## src/rtl/cache_pkg.sv

```systemverilog
// Shared definitions for the 2-way read-only cache controller.
package cache_pkg;

  localparam int TAG_WIDTH_DEF  = 13;
  localparam int SET_WIDTH_DEF  = 8;
  localparam int DATA_WIDTH_DEF = 16;
  localparam int CNT_WIDTH      = 16;

  typedef enum logic [1:0] {
    ST_IDLE      = 2'd0,
    ST_COMPARE   = 2'd1,
    ST_MISS_REQ  = 2'd2,
    ST_MISS_WAIT = 2'd3
  } state_e;

  // Saturating increment for the statistics counters.
  function automatic logic [CNT_WIDTH-1:0] sat_inc(input logic [CNT_WIDTH-1:0] v);
    logic [CNT_WIDTH-1:0] one;
    one = {{(CNT_WIDTH-1){1'b0}}, 1'b1};
    return (v == {CNT_WIDTH{1'b1}}) ? v : v + one;
  endfunction

endpackage

```

## src/rtl/cache_lru_valid.sv

```systemverilog
// Valid and LRU bookkeeping for both ways, plus victim selection.
module cache_lru_valid
  import cache_pkg::*;
#(
  parameter int SET_WIDTH = SET_WIDTH_DEF
) (
  input  logic                 clk,
  input  logic                 reset,
  input  logic                 i_clear,
  input  logic [SET_WIDTH-1:0] i_set,
  input  logic                 i_upd,
  input  logic                 i_upd_way,
  input  logic                 i_fill,
  output logic [1:0]           o_valid,
  output logic                 o_victim
);

  localparam int NSETS = 1 << SET_WIDTH;

  logic [NSETS-1:0] r_valid0;
  logic [NSETS-1:0] r_valid1;
  logic [NSETS-1:0] r_lru;

  // Valid/LRU arrays: cleared by reset or flush, updated on hit or fill.
  always_ff @(posedge clk) begin
    if (reset || i_clear) begin
      r_valid0 <= '0;
      r_valid1 <= '0;
      r_lru    <= '0;
    end else if (i_upd) begin
      // LRU always points at the way that was not just used
      r_lru[i_set] <= ~i_upd_way;
      if (i_fill && i_upd_way) begin
        r_valid1[i_set] <= 1'b1;
      end else if (i_fill) begin
        r_valid0[i_set] <= 1'b1;
      end
    end
  end

  assign o_valid  = {r_valid1[i_set], r_valid0[i_set]};
  // First invalid way wins (way 0 first); otherwise follow LRU
  assign o_victim = (!r_valid0[i_set]) ? 1'b0 :
                    (!r_valid1[i_set]) ? 1'b1 : r_lru[i_set];

endmodule

```

## src/rtl/cache_ctrl.sv

```systemverilog
// 2-way set-associative read-only cache controller; way arrays live outside.
module cache_ctrl
  import cache_pkg::*;
#(
  parameter int TAG_WIDTH  = TAG_WIDTH_DEF,
  parameter int SET_WIDTH  = SET_WIDTH_DEF,
  parameter int DATA_WIDTH = DATA_WIDTH_DEF,
  parameter int ADDR_WIDTH = TAG_WIDTH + SET_WIDTH
) (
  input  logic                  clk,
  input  logic                  reset,
  input  logic                  req_valid,
  output logic                  req_ready,
  input  logic [ADDR_WIDTH-1:0] req_addr,
  output logic                  resp_valid,
  output logic [DATA_WIDTH-1:0] resp_data,
  output logic                  resp_hit,
  output logic                  mem_req_valid,
  input  logic                  mem_req_ready,
  output logic [ADDR_WIDTH-1:0] mem_addr,
  input  logic                  mem_resp_valid,
  input  logic [DATA_WIDTH-1:0] mem_resp_data,
  output logic                  way_rd_en,
  output logic [SET_WIDTH-1:0]  way_set,
  output logic [TAG_WIDTH-1:0]  way_tag_wr,
  output logic [DATA_WIDTH-1:0] way_data_wr,
  output logic [1:0]            way_we_tag,
  output logic [1:0]            way_we_data,
  input  logic [TAG_WIDTH-1:0]  tag_rd_0,
  input  logic [TAG_WIDTH-1:0]  tag_rd_1,
  input  logic [DATA_WIDTH-1:0] data_rd_0,
  input  logic [DATA_WIDTH-1:0] data_rd_1,
  input  logic                  flush,
  output logic [15:0]           hit_count,
  output logic [15:0]           miss_count
);

  state_e                r_state;
  state_e                w_state_nxt;
  logic [ADDR_WIDTH-1:0] r_addr;
  logic                  r_victim;
  logic                  r_resp_valid;
  logic [DATA_WIDTH-1:0] r_resp_data;
  logic                  r_resp_hit;
  logic [CNT_WIDTH-1:0]  r_hit_count;
  logic [CNT_WIDTH-1:0]  r_miss_count;

  logic [TAG_WIDTH-1:0]  w_tag;
  logic [SET_WIDTH-1:0]  w_set;
  logic [1:0]            w_valid;
  logic                  w_victim;
  logic                  w_hit0;
  logic                  w_hit1;
  logic                  w_accept;
  logic                  w_hit_cmp;
  logic                  w_miss_cmp;
  logic                  w_clear;
  logic                  w_upd;
  logic                  w_upd_way;
  logic                  w_fill;

  assign w_tag  = r_addr[ADDR_WIDTH-1:SET_WIDTH];
  // The set index comes straight from the request in IDLE so the ways read in the accept cycle
  assign w_set  = (r_state == ST_IDLE) ? req_addr[SET_WIDTH-1:0] : r_addr[SET_WIDTH-1:0];
  assign w_hit0 = w_valid[0] && (tag_rd_0 == w_tag);
  assign w_hit1 = w_valid[1] && (tag_rd_1 == w_tag);

  cache_lru_valid #(.SET_WIDTH(SET_WIDTH)) u_lru_valid (
    .clk       (clk),
    .reset     (reset),
    .i_clear   (w_clear),
    .i_set     (w_set),
    .i_upd     (w_upd),
    .i_upd_way (w_upd_way),
    .i_fill    (w_fill),
    .o_valid   (w_valid),
    .o_victim  (w_victim)
  );

  assign way_set     = w_set;
  assign way_tag_wr  = w_tag;
  assign way_data_wr = mem_resp_data;
  assign mem_addr    = r_addr;
  assign resp_valid  = r_resp_valid;
  assign resp_data   = r_resp_data;
  assign resp_hit    = r_resp_hit;
  assign hit_count   = r_hit_count;
  assign miss_count  = r_miss_count;

  // State register.
  always_ff @(posedge clk) begin
    if (reset) begin
      r_state <= ST_IDLE;
    end else begin
      r_state <= w_state_nxt;
    end
  end

  // Next-state and per-cycle strobes; everything is held low while reset is asserted.
  always_comb begin
    w_state_nxt   = r_state;
    req_ready     = 1'b0;
    way_rd_en     = 1'b0;
    way_we_tag    = 2'b00;
    way_we_data   = 2'b00;
    mem_req_valid = 1'b0;
    w_accept      = 1'b0;
    w_hit_cmp     = 1'b0;
    w_miss_cmp    = 1'b0;
    w_clear       = 1'b0;
    w_upd         = 1'b0;
    w_upd_way     = 1'b0;
    w_fill        = 1'b0;
    if (reset) begin
      w_state_nxt = ST_IDLE;
    end else begin
      case (r_state)
        ST_IDLE: begin
          if (flush) begin
            w_clear = 1'b1;
          end else begin
            req_ready = 1'b1;
            if (req_valid) begin
              way_rd_en   = 1'b1;
              w_accept    = 1'b1;
              w_state_nxt = ST_COMPARE;
            end else begin
              w_state_nxt = ST_IDLE;
            end
          end
        end
        ST_COMPARE: begin
          if (w_hit0 || w_hit1) begin
            w_hit_cmp   = 1'b1;
            w_upd       = 1'b1;
            w_upd_way   = ~w_hit0;
            w_state_nxt = ST_IDLE;
          end else begin
            w_miss_cmp  = 1'b1;
            w_state_nxt = ST_MISS_REQ;
          end
        end
        ST_MISS_REQ: begin
          mem_req_valid = 1'b1;
          if (mem_req_ready) begin
            w_state_nxt = ST_MISS_WAIT;
          end else begin
            w_state_nxt = ST_MISS_REQ;
          end
        end
        ST_MISS_WAIT: begin
          if (mem_resp_valid) begin
            way_we_tag  = r_victim ? 2'b10 : 2'b01;
            way_we_data = r_victim ? 2'b10 : 2'b01;
            w_upd       = 1'b1;
            w_upd_way   = r_victim;
            w_fill      = 1'b1;
            w_state_nxt = ST_IDLE;
          end else begin
            w_state_nxt = ST_MISS_WAIT;
          end
        end
        default: begin
          w_state_nxt = ST_IDLE;
        end
      endcase
    end
  end

  // Request latch, victim latch, registered response and saturating statistics.
  always_ff @(posedge clk) begin
    if (reset) begin
      r_addr       <= '0;
      r_victim     <= 1'b0;
      r_resp_valid <= 1'b0;
      r_resp_data  <= '0;
      r_resp_hit   <= 1'b0;
      r_hit_count  <= '0;
      r_miss_count <= '0;
    end else begin
      r_resp_valid <= 1'b0;
      if (w_accept) begin
        r_addr <= req_addr;
      end
      if (w_miss_cmp) begin
        r_victim     <= w_victim;
        r_miss_count <= sat_inc(r_miss_count);
      end
      if (w_hit_cmp) begin
        r_resp_valid <= 1'b1;
        r_resp_data  <= w_hit0 ? data_rd_0 : data_rd_1;
        r_resp_hit   <= 1'b1;
        r_hit_count  <= sat_inc(r_hit_count);
      end
      if (w_fill) begin
        r_resp_valid <= 1'b1;
        r_resp_data  <= mem_resp_data;
        r_resp_hit   <= 1'b0;
      end
    end
  end

endmodule

```

## config.mk

```make
export PLATFORM = sky130hd
export DESIGN_NAME = cache_ctrl
export DESIGN_NICKNAME = d
export VERILOG_FILES = /design/src/rtl/cache_pkg.sv /design/src/rtl/cache_lru_valid.sv /design/src/rtl/cache_ctrl.sv
export SDC_FILE = /design/constraint.sdc
export NUM_CORES = 2
export LEC_CHECK = 0
export ABC_AREA = 1
export CORE_ASPECT_RATIO = 2
export CORE_MARGIN = 2
export CORE_UTILIZATION = 65
export DETAILED_ROUTE_END_ITERATION = 8
export PLACE_DENSITY_LB_ADDON = 0.12
export REMOVE_ABC_BUFFERS = 1
export SLEW_MARGIN = 20
export SYNTH_ARGS = -nofsm -noshare
export SYNTH_HDL_FRONTEND = slang
export SYNTH_SLANG_ARGS = --single-unit
export TNS_END_PERCENT = 1
```

## constraint.sdc

```tcl
create_clock -name clk -period 7.8 [get_ports clk]
set_clock_uncertainty 0.1 [all_clocks]
set_input_delay 1.56 -clock clk [delete_from_list [all_inputs] [get_ports clk]]
set_output_delay 1.56 -clock clk [all_outputs]
set_load 0.02 [all_outputs]
```

==> out/metrics.csv <==
metric,value,unit
busiest_layer,met2,
finalNetCount,6939,
die_w,184,µm
max_slew_margin,20.1,%
powerDensity,197,nW/µm²
clockBufferDepth,3,
slew_viol_final,0,
gp_congestion,0.953,
coreArea,63800,µm²
yosysWarnings,0,
wl_per_cell,17.9,µm
status,completed,
rsz0062_at_grt,no,
vias,43200,
maxCapViolations,0,
startpoint,req_addr[0],
grt_pass1_vias,41500,
io_pins,216,
ctsRootBufferMaster,clkbuf_16,
post_cts_resized,0,
syn_area_per_cell,6.08,µm²
gr-usage-met1,42.8,%
wirelength,138000,µm
synth_cells,6893,
setup_viol,0,
final_cells,7691,
yosys.area.top_type,dfxtp_1,
timing_hold_violations_final,0,
dp_hpwl,82400,µm
reg2reg_to,u_lru_valid.r_lru[214]$_SDFFE_PP0P_,
period_share,79.6,%
synth-seq-cells,842,
min_path_type,flop to flop,
synth.distinct_cells,37,
synth_area,41900,µm²
synth-main-ff-cell,dfxtp_1,
whs,0.348,ns
antenna_found_initial,2,
cts_buffers,73,
ctsHoldBuffers,0,
p_leak,18.4,nW
grt_first_pass_wirelength,214000,µm
initial_core_util,65.7,%
cts_tree,yes,
worst_setup_path_start_kind,input pin,
async_reset_ff_share,0,%
antenna_left,0,
grt_overflow_total,0,
cp_max_fo,70,
fill_cells,5574,
critPathRequiredTime,8.25,ns
synth_edf_count,0,
met3_usage,8.25,%
drt_iter0_markers,3973,
r2r-start,r_state[1]$_SDFFE_PP0N_,
cts.clk_slew.worst_paths,0.07,ns
ys_seq_area_share,40.2,%
rows,131,
fmax,161,MHz
clkLatencyLatePin,0.66,ns
die_height,363,µm
critPathKind,input pin to flop,
drive_above_1_share,3.85,%
worstMarginPinSlew,1.20,ns
grt_max_degree,186,
post_cts_buffers,0,
reg2reg_slack,2.10,ns
grtUsageMet2,69.6,%
yosysMostFrequentCell,nand2_1,
cts.sinks,842,
ys_top_cells_by_count,"nand2_1 (2811), dfxtp_1 (842), nor2_1 (838)",
cp.arrival,6.67,ns
dieArea,66600,µm²
peakVddDrop,0.000241,V
htree_levels,3,
drtPass1Iterations,8,
synth_top_area_share,40.2,%
synthTopCellsByArea,"dfxtp_1 (40%), nand2_1 (25%), nor2_1 (7.5%)",
r2r_cells,25,
fin_crit,6.21,ns
endpoint,u_lru_valid.r_lru[34]$_SDFFE_PP0P_,
route.detailed.drc,0,
final.setup.tns,0,ns
dp.cells,7559,
via_per_inst,5.62,
area_growth,10.8,%
end_kind,flop,
port-buffer-count,215,
grt_usage,40.7,%
==> cells in the final DEF (no fill, tap or decap), types with 5 or more instances in the layout <==
cell             count
clkinv_2            13
o2111ai_1            5
nand2_1           2806
buf_4               63
buf_12              20
dfxtp_1            842
nand3_1             83
nor2_1             834
xnor2_1             13
a21oi_1            562
clkbuf_16           77
o31ai_1             15
clkbuf_1            15
clkbuf_8            18
inv_2                6
o21ai_1             45
nor2_4               9
nor3_1              15
nand2_2              6
clkdlybuf4s50_1    214
nand4_1             40
inv_1              817
o21ai_0            283
nand2_4              5
xor2_1              24
or2_2               26
==> critical path, stage by stage <==
cell and delay (ns):
clkdlybuf4s50_1 0.45, nand2_2 0.36, nand2_8 0.39, buf_12 0.34, nand2_1 0.12, nand2_1 0.06, nand2_1 0.07, nand2_1 0.07
nand2_1 0.08, nand2_1 0.05, o21ai_0 0.58, nand2_1 0.10, nor2_1 0.13, nor2_1 0.05, nor2_1 0.15, nand2_4 0.20
nand2_4 0.27, nand2_4 0.19, nand2_1 0.20, nand2_8 0.35, buf_12 0.36, nand2_1 0.14, nand2_1 0.06, nand2_1 0.07
nor2_1 0.06
==> worst min-delay path by stage <==
stage | endpoint | from | cells after the start
finish | u_lru_valid.r_valid1[16]$_SDFFE_PP0P_ | u_lru_valid.r_valid1[16]$_SDFFE_PP0P_ | 2
global route | u_lru_valid.r_valid0[11]$_SDFFE_PP0P_ | u_lru_valid.r_valid0[11]$_SDFFE_PP0P_ | 2
CTS | u_lru_valid.r_valid0[3]$_SDFFE_PP0P_ | u_lru_valid.r_valid0[3]$_SDFFE_PP0P_ | 2
detailed placement | u_lru_valid.r_valid0[87]$_SDFFE_PP0P_ | u_lru_valid.r_valid0[87]$_SDFFE_PP0P_ | 2
global placement | u_lru_valid.r_valid1[228]$_SDFFE_PP0P_ | u_lru_valid.r_valid1[228]$_SDFFE_PP0P_ | 2
floorplan | u_lru_valid.r_valid0[0]$_SDFFE_PP0P_ | u_lru_valid.r_valid0[0]$_SDFFE_PP0P_ | 2
==> stage by stage <==
step / worst slack, ns / power, mW / cell area [µm²] / utilization (%)
final: 1.59 / 9.16 / 46400 / 72.8
after global routing: 1.40 / 9.34 / 46400 / 72.8
after CTS: 1.80 / 9.12 / 46400 / 72.8
after detailed placement: 1.14 / 5.42 / 44000 / 68.9
after global placement: 1.17 / 5.42 / 44000 / 68.9
after floorplan: -16.40 / 4.82 / 39800 / -
==> sequential cells by signal, indices dropped and copies added (netlist names) <==
| signal | flops |
|---|---|
| miss_count | 16 |
| resp_data | 16 |
| u_lru_valid.r_valid0 | 256 |
| hit_count | 16 |
| r_state | 2 |
| u_lru_valid.r_lru | 256 |
| mem_addr | 21 |
| r_victim | 1 |
| u_lru_valid.r_valid1 | 256 |
| resp_hit | 1 |
| resp_valid | 1 |
==> cells by family after synthesis <==
group,count (synthesis),synth area share [%]
flops,842,40.2
buf+inv,1255,12.4
xor+xnor,37,0.773
fa+ha+maj,2,0.0597
simple gates,3836,35.3
compound gates,921,11.2
==> layer usage <==
| metal | wire length (µm) | share of wire [%] |
|---|---|---|
| met5 | 11 | 0.0080 |
| met4 | 12500 | 9.1 |
| met3 | 13500 | 9.8 |
| met2 | 64800 | 47 |
| met1 | 46800 | 34 |
==> where the power goes <==
part           leakage (nW)  total (mW)  switching (mW)  internal [mW]
Clock                  1.21        3.79            1.68           2.11
Combinational          10.4        1.05           0.846          0.208
Sequential             6.78        4.31         0.00898           4.30
Total                  18.4        9.16            2.53           6.63
==> area by class of cell <==
class / instances / area, µm² / area share, %
multi-input combinational: 4796 / 20000 / 43.0
sequential: 842 / 16900 / 36.3
inverter: 824 / 3100 / 6.68
timing repair buffer: 299 / 3030 / 6.53
clock buffer: 110 / 2230 / 4.81
tap: 798 / 998 / 2.15
clock inverter: 21 / 218 / 0.469
antenna: 1 / 2.50 / 0.00539
No activity file was read; power rests on OpenSTA's default activity.
